[config.mk]
export PLATFORM = sky130hd
export DESIGN_NAME = branch_resolver
export DESIGN_NICKNAME = d
export VERILOG_FILES = /design/src/rtl/rv32i_types.sv /design/src/rtl/branch_queue.sv /design/src/rtl/branch_resolver.sv
export SDC_FILE = /design/constraint.sdc
export NUM_CORES = 1
export LEC_CHECK = 0
export ABC_CLOCK_PERIOD_IN_PS = 7500
export CAP_MARGIN = 20
export CORE_ASPECT_RATIO = 1.1
export CORE_MARGIN = 8
export CORE_UTILIZATION = 50
export DETAILED_ROUTE_END_ITERATION = 6
export PLACE_DENSITY = 0.79
export RECOVER_POWER = 25
export SETUP_SLACK_MARGIN = 0.3
export SYNTH_ARGS = -nofsm -noshare
export SYNTH_HDL_FRONTEND = slang
export SYNTH_SLANG_ARGS = --single-unit
export TNS_END_PERCENT = 1
[constraint.sdc]
create_clock -name clk -period 7.5 [get_ports clk]
set_clock_uncertainty 0.2 [all_clocks]
set_input_delay 0.75 -clock clk [delete_from_list [all_inputs] [get_ports clk]]
set_output_delay 0.75 -clock clk [all_outputs]
set_load 0.05 [all_outputs]
[src/rtl/rv32i_types.sv]
// rv32i_types: shared types for the branch prediction/resolution path.
package rv32i_types;
    localparam int BQ_HIST_W = 4;
    typedef struct packed {
        logic [31:0]          pc;
        logic [BQ_HIST_W-1:0] bhr;
        logic                 taken;
        logic [31:0]          target;
    } bq_entry_t;
endpackage

[src/rtl/branch_queue.sv]
// branch_queue: in-order FIFO of predicted branches with a one-cycle flush.
module branch_queue
    import rv32i_types::*;
#(
    parameter int DEPTH = 4
) (
    input  logic      clk,
    input  logic      rst_n,
    input  logic      push,
    input  logic      pop,
    input  logic      clear,
    input  bq_entry_t push_data,
    output bq_entry_t head_data,
    output logic      full,
    output logic      empty
);
    localparam int PW = $clog2(DEPTH);
    logic [PW-1:0] head_q, head_d, tail_q, tail_d;
    logic [PW:0]   count_q, count_d;
    logic          do_push, do_pop;
    bq_entry_t     mem_q [DEPTH];
    assign full      = count_q == (PW+1)'(DEPTH);
    assign empty     = count_q == '0;
    assign head_data = mem_q[head_q];
    always_comb begin
        do_push = push & ~full;
        do_pop  = pop & ~empty;
        head_d  = clear ? '0 : head_q + PW'(do_pop);
        tail_d  = clear ? '0 : tail_q + PW'(do_push);
        count_d = clear ? '0 : count_q + (PW+1)'(do_push) - (PW+1)'(do_pop);
    end
    always_ff @(posedge clk or negedge rst_n) begin
        if (!rst_n) begin
            head_q  <= '0;
            tail_q  <= '0;
            count_q <= '0;
        end else begin
            head_q  <= head_d;
            tail_q  <= tail_d;
            count_q <= count_d;
        end
    end
    // Payload storage needs no reset: validity is tracked by count alone.
    always_ff @(posedge clk) begin
        if (do_push) mem_q[tail_q] <= push_data;
    end
endmodule

[src/rtl/branch_resolver.sv]
// branch_resolver: compares execute outcomes with queued predictions and emits
// registered PHT updates, BHR repair, mispredict redirect/flush and counters.
module branch_resolver
    import rv32i_types::*;
#(
    parameter int DEPTH  = 4,
    parameter int HIST_W = BQ_HIST_W
) (
    input  logic              clk,
    input  logic              rst_n,
    input  logic              pred_valid,
    input  logic [31:0]       pred_pc,
    input  logic [HIST_W-1:0] pred_bhr,
    input  logic              pred_taken,
    input  logic [31:0]       pred_target,
    output logic              pred_ready,
    input  logic              res_valid,
    input  logic              res_taken,
    input  logic [31:0]       res_target,
    output logic              res_ready,
    output logic              upd_valid,
    output logic [HIST_W-1:0] upd_index,
    output logic              upd_taken,
    output logic              mispredict,
    output logic [31:0]       redirect_pc,
    output logic [HIST_W-1:0] bhr_restore,
    output logic [31:0]       branch_count,
    output logic [31:0]       mispred_count
);
    bq_entry_t         head, new_entry;
    logic              q_full, q_empty, resolve, mis, push;
    logic              upd_valid_q, upd_valid_d, upd_taken_q, upd_taken_d;
    logic              mispredict_q, mispredict_d;
    logic [HIST_W-1:0] upd_index_q, upd_index_d, bhr_restore_q, bhr_restore_d;
    logic [31:0]       redirect_pc_q, redirect_pc_d;
    logic [31:0]       branch_count_q, branch_count_d, mispred_count_q, mispred_count_d;
    assign new_entry = '{pc: pred_pc, bhr: pred_bhr, taken: pred_taken, target: pred_target};
    branch_queue #(.DEPTH(DEPTH)) u_queue (
        .clk       (clk),
        .rst_n     (rst_n),
        .push      (push),
        .pop       (resolve),
        .clear     (mis),
        .push_data (new_entry),
        .head_data (head),
        .full      (q_full),
        .empty     (q_empty)
    );
    // A mispredict flushes the queue, so a same-cycle enqueue is wrong-path and dropped.
    always_comb begin
        resolve         = res_valid & ~q_empty;
        mis             = resolve & ((res_taken != head.taken) | (res_taken & (res_target != head.target)));
        push            = pred_valid & ~q_full & ~mis;
        upd_valid_d     = resolve;
        mispredict_d    = mis;
        upd_index_d     = resolve ? head.bhr ^ head.pc[HIST_W+1:2] : upd_index_q;
        upd_taken_d     = resolve ? res_taken : upd_taken_q;
        redirect_pc_d   = resolve ? (res_taken ? res_target : head.pc + 32'd4) : redirect_pc_q;
        bhr_restore_d   = resolve ? {head.bhr[HIST_W-2:0], res_taken} : bhr_restore_q;
        branch_count_d  = branch_count_q + 32'(resolve);
        mispred_count_d = mispred_count_q + 32'(mis);
    end
    always_ff @(posedge clk or negedge rst_n) begin
        if (!rst_n) begin
            upd_valid_q     <= 1'b0;
            upd_index_q     <= '0;
            upd_taken_q     <= 1'b0;
            mispredict_q    <= 1'b0;
            redirect_pc_q   <= '0;
            bhr_restore_q   <= '0;
            branch_count_q  <= '0;
            mispred_count_q <= '0;
        end else begin
            upd_valid_q     <= upd_valid_d;
            upd_index_q     <= upd_index_d;
            upd_taken_q     <= upd_taken_d;
            mispredict_q    <= mispredict_d;
            redirect_pc_q   <= redirect_pc_d;
            bhr_restore_q   <= bhr_restore_d;
            branch_count_q  <= branch_count_d;
            mispred_count_q <= mispred_count_d;
        end
    end
    assign pred_ready    = ~q_full;
    assign res_ready     = ~q_empty;
    assign upd_valid     = upd_valid_q;
    assign upd_index     = upd_index_q;
    assign upd_taken     = upd_taken_q;
    assign mispredict    = mispredict_q;
    assign redirect_pc   = redirect_pc_q;
    assign bhr_restore   = bhr_restore_q;
    assign branch_count  = branch_count_q;
    assign mispred_count = mispred_count_q;
endmodule

After elaboration in Yosys (flattened, before gate mapping)
Memory sizes are Yosys's and may differ from the RTL's.
Index checks and enable logic that the tools add are counted.
Operators by class
  $add $sub $neg: 7
  bitwise operators: 12
  shift-type cells: 0
  mux-type cells: 6
  multipliers: 0
  div/mod/pow operators: 0
  reduce and logical (&&, ||, !) cells: 1
  eq/ne operators: 3
  order comparisons: 0
Operator list (number)
  adder 32 x 1 -> 32 bit: 2
  adder 32 x 3 -> 32 bit (second input constant): 1
  two-way mux 32 bit: 1
  inequality test 32 bit: 1
  bitwise AND 1 bit: 7
  adder 2 x 1 -> 2 bit: 2
  two-way mux 2 bit: 2
  bitwise XOR 4 bit: 1
  adder 3 x 1 -> 3 bit: 1
  == test 3 bit (second input constant): 1
  logical NOT 3 bit: 1
  two-way mux 3 bit: 1
  inverter 1 bit: 3
  subtractor 3 x 1 -> 3 bit: 1
  two-way mux 1 bit: 2
  inequality test 1 bit: 1
  bitwise OR 1 bit: 1
Word-level totals
  flip-flop bits (word level): 114
  logic and storage cells: 41
  memory bits (read-only): 0
  bits in latches: 0
  RAM bits: 276
  memories kept: 1
Memories
  u_queue.mem_q: depth 4, bits a word 69, rd ports 1, clocked after memory_dff 0, write ports 1, RTL line branch_queue.sv:21  | bq_entry_t mem_q [DEPTH];

Logic depth before layout (Yosys ltp)
Gate-level depths: netlist (run 1).
An unclocked memory read counts as a cell.
  depth after elaboration: 11
  gate-level depth with buffers: 18
  depth with buffers taken out: 13

By module
From an unflattened synthesis (run 1), not the netlist that was laid out.
Unflattened totals
  cell total of the unflattened synthesis: 958
  area total of the unflattened synthesis: 15919.0 um2
Modules (own cells, without submodules)
  branch_queue: instances 1, sequential area each 8463.1 um2, cells an instance 394, area each 10354.9 um2
  branch_resolver: instances 1, sequential area each 2652.5 um2, cells an instance 564, area each 5564.1 um2

Worst setup path after synthesis (run 1)
No wires, ideal clock.
  path kind: reg-to-reg
  start point: reg u_queue.head_q[0]
  end point: mem u_queue.mem_q[0][0] (netlist name) (enable)
  path buffers: 4
  stages on the path, launching flop included: 11
  clock period less this slack: 4719 ps
  required time: 6848 ps
  arrival time: 4067 ps
  setup slack: 2781 ps
  setup time: 452 ps
  cells stage by stage: dfrtp_1 -> buf_6 -> buf_12 -> buf_6 -> mux4_2 -> xnor2_1 -> nand4_1 -> nor4_1 -> nand4_1 -> buf_4 -> a21oi_2
On the way
  cells in the longest elaborated chain, start to end: 10
  elaborated cells between the ends (all ways): 11
  those cells by class: eq/ne: 2; mux: 2; bitwise: 6; memory: 1
RTL lines
  start: declaration: RTL line branch_queue.sv:18  | logic [PW-1:0] head_q, head_d, tail_q, tail_d;
  start signal: assignment: RTL line branch_queue.sv:34  | head_q <= '0;
  start signal: assignment: RTL line branch_queue.sv:38  | head_q <= head_d;
  memory (4 x 69 bit) *
  inequality test 32 bit: RTL line branch_resolver.sv:52  | mis = resolve & ((res_taken != head.taken) | (res_taken & (res_target != head.target)));
  bitwise AND 1 bit: RTL line branch_resolver.sv:52
  bitwise OR 1 bit *: RTL line branch_resolver.sv:52
  bitwise AND 1 bit *: RTL line branch_resolver.sv:52
  inverter 1 bit *: RTL line branch_resolver.sv:53  | push = pred_valid & ~q_full & ~mis;
  bitwise AND 1 bit *: RTL line branch_resolver.sv:53
  bitwise AND 1 bit *: RTL line branch_queue.sv:26  | do_push = push & ~full;
  two-way mux 1 bit *: RTL line branch_queue.sv:45  | if (do_push) mem_q[tail_q] <= push_data;
  two-way mux 1 bit (not written as such) *: RTL line branch_queue.sv:45
  end: declaration: RTL line branch_queue.sv:21
Mark *: on every way between the ends. The rest lies on a longest branch, timed or not.

Final worst setup path (run 1)
  start point: reg u_queue.head_q[0]
  end point: reg mispred_count_q[30], in the netlist mispred_count[30]
On the way
  cells in the longest elaborated chain, start to end: 6
  elaborated cells between the ends (all ways): 7
  those cells by class: add/sub: 1; eq/ne: 2; bitwise: 3; memory: 1
RTL lines
  memory (4 x 69 bit) *
  inequality test 32 bit: RTL line branch_resolver.sv:52
  bitwise AND 1 bit: RTL line branch_resolver.sv:52
  bitwise OR 1 bit *: RTL line branch_resolver.sv:52
  bitwise AND 1 bit *: RTL line branch_resolver.sv:52
  via mis: RTL line branch_resolver.sv:31  | logic q_full, q_empty, resolve, mis, push;
  adder 32 x 1 -> 32 bit *: RTL line branch_resolver.sv:61  | mispred_count_d = mispred_count_q + 32'(mis);
  via mispred_count_d[30]: RTL line branch_resolver.sv:36  | logic [31:0] branch_count_q, branch_count_d, mispred_count_q, mispred_count_d;
  end signal: assignment: RTL line branch_resolver.sv:81  | mispred_count_q <= mispred_count_d;
  end: declaration: RTL line branch_resolver.sv:36
Mark *: on every way through the listed nets, which the timed path passes. The rest lies on a longest branch.
A chain may end at the register's enable or synchronous reset.

==> key figures, run 1 <==
Run status
  • Status: complete, but fails checks
  • Violated checks: capacitance limit, slew limit

Hold path
  • Hold Crit Class: flip-flop to flip-flop

Logic synthesis
  • Warnings from Yosys: 0
  • Synth unique cells: 57
  • Post-synth EDFFs: about 280
  • Syn Area/Cell: 16.6 um^2
  • Flops & latches, synth: approximately 390
  • Fraction of registers with async set/reset: 29.0%
  • Ys flop type: edfxtp_1
  • Net Count, Synth: roughly 1.1k
  • Synthesized cell area: roughly 16000 um^2
  • Register area share after synthesis: between 60 and 70%
  • Synth Instances: approximately 970

Detailed routing
  • DR vias/cell: 5.75
  • Drt first pass iters: 5
  • Vias: roughly 9.5k
  • Final wirelength: ~39000 um
  • Routed WL per cell: between 20 and 25 um
  • DRC viols: 0
  • DR iter-0 viols: roughly 750
  • Final ANT Viol Nets: 0

Clocking
  • Setup Fix Bufs, Post-CTS: 0
  • Post-cts hold buffer count: 0
  • H-tree levels: 2
  • Root buffer cell: clkbuf_16
  • Worst-path clk slew: ~0.060 ns
  • Clk Latency, worst-skew pair: 0.53 ns
  • CTS tree: yes
  • CTS resizes: 0
  • Total CTS buffers: 39
  • CTS Sinks: around 400
  • Clk buf depth: 3

Floorplan
  • Io pins: around 220
  • Die Area: 38100 um^2
  • Die X: between 150 and 200 um
  • Die height: approximately 200 um
  • Core Rows: 69
  • Core Area: 31900 um^2
  • Starting Density: 50.3%

Layout
  • Layout Cells excl Fill: 1661
  • Most common cell after layout, fill and taps aside: edfxtp_1
  • Post-layout util: roughly 62%
  • Area growth syn-to-layout: 24.1%
  • Final #Nets: 1318
  • Share of cells above drive strength 1: 13.6%
  • Commonest non-fill, non-tap cells in the layout: edfxtp_1 (276), clkdlybuf4s50_1 (167), dfrtp_1 (111)

Placement
  • Hpwl dp: 27000 um
  • RePlAce Congestion: between 0.8 and 0.9
  • IO Port Bufs: approximately 210
  • Placed insts: 1586

Power and ir drop
  • Pwr Density: 367 nW/um^2
  • Static leakage power: between 6 and 7 nW
  • Peak VDD IR: 256 uV

STA
  • Setup violators final: 0
  • Max Slew Vio Count: 53
  • Min cycle time layout: roughly 5.3 ns
  • Fmax: between 0.15 and 0.2 GHz
  • Worst Tran Pin Value: roughly 2.9 ns
  • Hold_ws: between 0.2 and 0.3 ns
  • Hold Violations, Final: 0
  • Slew headroom: -95.1%
  • Final period util: between 70% and 80%
  • Final setup TNS: 0 ns
  • Unrepaired setup endpoints after global routing: no

Critical path
  • Required @ worst endpoint: a little under 8 ns
  • Worst-path cell chain: buf_4 -> mux4_2 -> xnor2_1 -> nand4_1 -> nor2_1 -> nand4_1 -> buf_8 -> and2_1 -> ha_1 -> ha_1 -> and3_1 -> nor2b_1 -> nand3_1 -> nor2_1 -> xnor2_1
  • Setup slack, reg-to-reg: roughly 2.2 ns
  • Worst path top cell family by delay: simple AND/OR/NAND/NOR gates
  • Critical path class: flip-flop to flip-flop
  • Data arrival time of the worst path: 5.52 ns
  • Worst path max stage delay: 0.99 ns
  • Worst Path Buf+Inv: 2
  • Critical Path End Type: flip-flop
  • CP Max Fanout: 48
  • Startpoint types: flip-flop
  • Max stage delay cell, worst path: dfrtp_4

Global routing
  • Vias in the first global route: 10.2k
  • Pin count of the biggest net entering global routing: 63
  • Overall routing resource usage: approximately a fifth
  • Initial antenna violation count: 4
  • First-pass GRT wire length: 60400 um
  • Grt total ovfl: 0

Run
  • MaxCap Viol Count: 1
## worst paths after layout
check | cells past startpoint | from | end
max in group asynchronous | 1 | rst_n | u_queue.head_q[0]
min reg2reg | 1 | mispred_count[31] | mispred_count[31]
max reg2reg | 15 | u_queue.head_q[0] | mispred_count[30]
min in group asynchronous | 1 | rst_n | mispred_count[25]
min | 1 | mispred_count[31] | mispred_count[31]
max | 15 | u_queue.head_q[0] | mispred_count[30]
## kinds of logic (layout without fill, tap and decap cells)
| logic type | Yosys count | count (layout) | share of synthesized area [%] |
|---|---|---|---|
| flip-flops | 389 | 389 | 69.2 |
| AND/OR/NAND/NOR | 240 | 240 | 8.04 |
| XOR/XNOR | 125 | 125 | 6.81 |
| multiplexers | 90 | 90 | 10.5 |
| AO/OA/AOI/OAI | 64 | 64 | 2.78 |
| buffers and inverters | 51 | 314 | 1.85 |
| adder cells (fa/ha/maj) | 10 | 10 | 0.825 |
| other | 0 | 3 | 0 |
## power breakdown
| part | total, mW | internal, mW | switching [mW] | leakage [nW] |
|---|---|---|---|---|
| combinational | 2.36 | 0.932 | 1.43 | 2.33 |
| sequential | 3.03 | 2.72 | 0.308 | 3.97 |
| clock | 1.94 | 1.15 | 0.787 | 0.629 |
## layout make-up
type	count	area (um^2)
clock inverter	22	219
tap	426	533
clock buffer	49	1070
timing repair buffer	229	2250
fill	2299	12000
multi-input combinational	529	4690
antenna	3	7.51
sequential	389	11100
inverter	14	52.6
## cells in the mapped netlist (all sizes together), types with 11 or more instances
cell	count	area, um^2
buf	21	181
mux2i	22	220
dfrtp	113	2830
mux4	62	1400
edfxtp	276	8290
o21ai	16	80.1
inv	14	52.6
nor2	25	93.8
xnor2	101	885
and3	11	68.8
o211ai	19	143
nand3	48	245
clkbuf	16	63.8
a21oi	15	109
xor2	24	210
nand2	75	292
nor4	11	106
nand4	30	209
## per-stage QoR
| step | power [mW] | setup slack, ns | area (um^2) |
|---|---|---|---|
| 3_5_place_dp | 5.44 | 1.61 | 18600 |
| 3_3_place_gp | 5.39 | 1.63 | 18600 |
| 5_1_grt | 7.64 | 1.79 | 19900 |
| 4_1_cts | 7.40 | 1.56 | 19900 |
| 2_1_floorplan | 4.65 | 2.78 | 16100 |
| 6_report | 7.33 | 2.21 | 19900 |
## flip-flops by register name, indices dropped and copies added (netlist names)
signal and count:
u_queue.mem_q 276, redirect_pc 32, mispred_count 32, upd_index 4, upd_valid 1, u_queue.count_q 3
u_queue.head_q 2, u_queue.tail_q 2, branch_count 32, bhr_restore 4, mispredict 1
## routing by layer
metal  wire length (um)  track usage [%]
met5                 13                0
met3               3100             4.54
met1              14900             25.4
met2              19400             34.4
met4               1470             9.17
Note: power is estimated with default switching activity, not from simulation.
==> run 2: changes to the inputs <==
- ABC_CLOCK_PERIOD_IN_PS: 7500 -> 4700
- PLACE_DENSITY: 0.79 -> 0.81
- clock period: 7.5 -> 4.7 ns (I/O delays scaled with it)
==> key figures, run 2 (synthesis gave the netlist of run 1 again) <==
Run status
  • Status: finished clean

Power and ir drop
  • Final Power: 11.9 mW (+62%)
  • Sequential Power Share: 39.7% (-1.6 points)
  • Peak VDD IR: 354 uV (+38%)
  • Sw power: 4.03 mW (+59%)
  • Clk network pwr share: 27.0% (+0.6 points)
  • Comb pwr share: 33.3% (+1.0 points)
  • Static leakage power: 6.99 nW (+0.85%)
  • Pwr Density: 590 nW/um^2 (+61%)
  • Sw frac: 33.9% (-0.55 points)
  • Internal Power: 7.84 mW (+63%)

Layout
  • Design area: 20100 um^2 (+0.85%)
  • Area growth syn-to-layout: 25.1%
  • Most common cell after layout, fill and taps aside: edfxtp_1
  • Share of cells above drive strength 1: 13.8% (+0.27 points)
  • Layout fillers: 2229 (-3.0%)
  • Final #Nets: 1325 (+0.53%)
  • Register Area: 11100 um^2 (unchanged)
  • Max reg flops: 276 (unchanged)
  • Post-layout util: 62.9% (+0.53 points)
  • Commonest non-fill, non-tap cells in the layout: edfxtp_1 (276), clkdlybuf4s50_1 (156), dfrtp_1 (111)
  • Top reg by flops: u_queue.mem_q
  • Area taken by multi-input logic gates: 4690 um^2 (about the same)

Floorplan
  • Die X: 187 um (unchanged)
  • Core Area: 31900 um^2 (unchanged)
  • Die height: 204 um (unchanged)
  • Io pins: 215 (unchanged)
  • Core Rows: 69 (unchanged)
  • Starting Density: 50.3% (unchanged)
  • Die Area: 38100 um^2 (unchanged)

STA
  • Setup violators final: 0 (unchanged)
  • Max Slew Vio Count: 0 (-100%)
  • Final period util: 87.0% (+16 points)
  • Unrepaired setup endpoints after global routing: no
  • Fmax: 0.245 GHz (+29%)
  • Worst Tran Pin Value: 0.617 ns (-2.31 ns)
  • Min cycle time layout: 4.09 ns (-1.20 ns)
  • Slew headroom: 58.7% (+150 points)
  • Hold Violations, Final: 0 (unchanged)

Detailed routing
  • DR iter-0 viols: 830 (+10%)
  • Final ANT Viol Nets: 0 (unchanged)
  • Vias: 9462 (-0.87%)
  • Drt first pass iters: 5 (unchanged)
  • Final wirelength: 39000 um (+0.18%)
  • DR vias/cell: 5.68 (-1.2%)
  • DRC viols: 0 (unchanged)
  • Routed WL per cell: 23.4 um (-0.18%)

Placement
  • Hpwl dp: 27000 um (about the same)
  • RePlAce Congestion: 0.820 (+0.84%)
  • IO Port Bufs: 214 (unchanged)
  • Dpl cell area: 18700 um^2 (+0.60%)

Critical path
  • Startpoint types: flip-flop
  • Critical path class: flip-flop to flip-flop
  • CP Launch Point: u_queue.head_q[0]
  • Required @ worst endpoint: 4.90 ns (-2.82 ns)
  • Worst flop-to-flop path startpoint: u_queue.head_q[0]
  • Data arrival time of the worst path: 4.29 ns (-1.23 ns)
  • CP Max Fanout: 30 (-38%)
  • Critical Path End Type: flip-flop

Global routing
  • First-pass GRT wire length: 59500 um (-1.5%)
  • Overall routing resource usage: 20.4% (-0.12 points)
  • Initial antenna violation count: 8 (+4)
  • Grt total ovfl: 0 (unchanged)
  • Vias in the first global route: 9938 (-2.7%)
  • Pin count of the biggest net entering global routing: 70 (+11%)

Hold path
  • Hold Crit Class: input port to asynchronous set/reset pin

Clocking
  • CTS Sinks: 389 (unchanged)
  • Root buffer cell: clkbuf_16
  • Total CTS buffers: 40 (+2.6%)
  • H-tree levels: 2 (unchanged)
  • CTS tree: yes
  • Worst-path clk slew: 0.06 ns (about the same)
  • Clk buf depth: 3 (unchanged)
  • Clk Latency, worst-skew pair: 0.53 ns (about the same)

Run
  • MaxCap Viol Count: 0 (-1)
==> run 2: changes by cell type in the layout (fill, tap and decap cells not counted), moves of 2 or more <==
cell | before | now
buf_12 | 0 | 6
bufinv_16 | 4 | 6
clkbuf_1 | 8 | 10
clkdlybuf4s50_1 | 167 | 156
clkinv_2 | 6 | 2
clkinvlp_4 | 0 | 2
dlygate4sd3_1 | 45 | 57
inv_6 | 2 | 0
==> run 2: worst paths after layout <==
check	slack (ns)	depth (start not counted)	end
setup reg to reg	0.61	15	mispred_count[26]
hold / removal	0.28	2	mispred_count[25]
min in group clk	0.28	1	branch_count[31]
setup / recovery	0.61	15	mispred_count[26]
max in group asynchronous	3.05	3	u_queue.head_q[0]
hold reg to reg	0.28	1	branch_count[31]
==> run 2: worst max-delay path, cell delays in order (launching register included) <==
cell and delay (ns):
dfrtp_4 0.69, buf_12 0.32, mux4_2 0.56, xnor2_1 0.18, nand4_1 0.17, nor2_1 0.15, nand4_1 0.17, and2_1 0.25
ha_1 0.24, ha_1 0.24, and3_1 0.19, nor2b_1 0.13, buf_4 0.17, nand3_1 0.11, nor2_1 0.06, xnor2_1 0.12
==> run 2: timing repair <==
action,CTS,global route
gates resized for setup,0,1
setup buffers,0,1
hold endpoints to repair,40,0
setup endpoints to repair,0,10
hold buffers,1,0
==> run 2: final cells by class <==
cell class,count,area share (%)
sequential,389,55.3
multi-input combinational,529,23.3
timing repair buffer,235,11.8
clock buffer,53,5.43
tap,426,2.65
clock inverter,17,1.15
inverter,14,0.261
antenna,4,0.0498
==> run 2: metal layers <==
metal	vias to the layer above	share of wire [%]	GRT usage (%)	wire length [um]
met1	4761	39	24.8	15100
met3	103	6.9	5.10	2710
met2	410	50	34.3	19600
li1	4180	-	-	-
met5	-	0.15	0	59
met4	8	4.1	8.94	1590
==> run 2: through the flow <==
step	worst slack (ns)	TNS, ns	hold slack [ns]	instances
finish	0.611	0	0.280	1667
global route	0.344	0	0.300	1666
CTS	0.401	0	0.284	1662
detailed placement	0.464	0	0.270	1591
global placement	0.521	0	0.259	1591
floorplan	-0.0188	-5.18	-0.0256	969
==> run 2: power groups by stage <==
stage	Clock, mW	Sequential (mW)	Combinational [mW]
floorplan	0	5.41	2.01
CTS	3.24	4.73	3.97
global placement	0	4.76	3.89
detailed placement	0	4.79	3.94
global route	3.37	4.77	4.20
finish	3.20	4.71	3.95
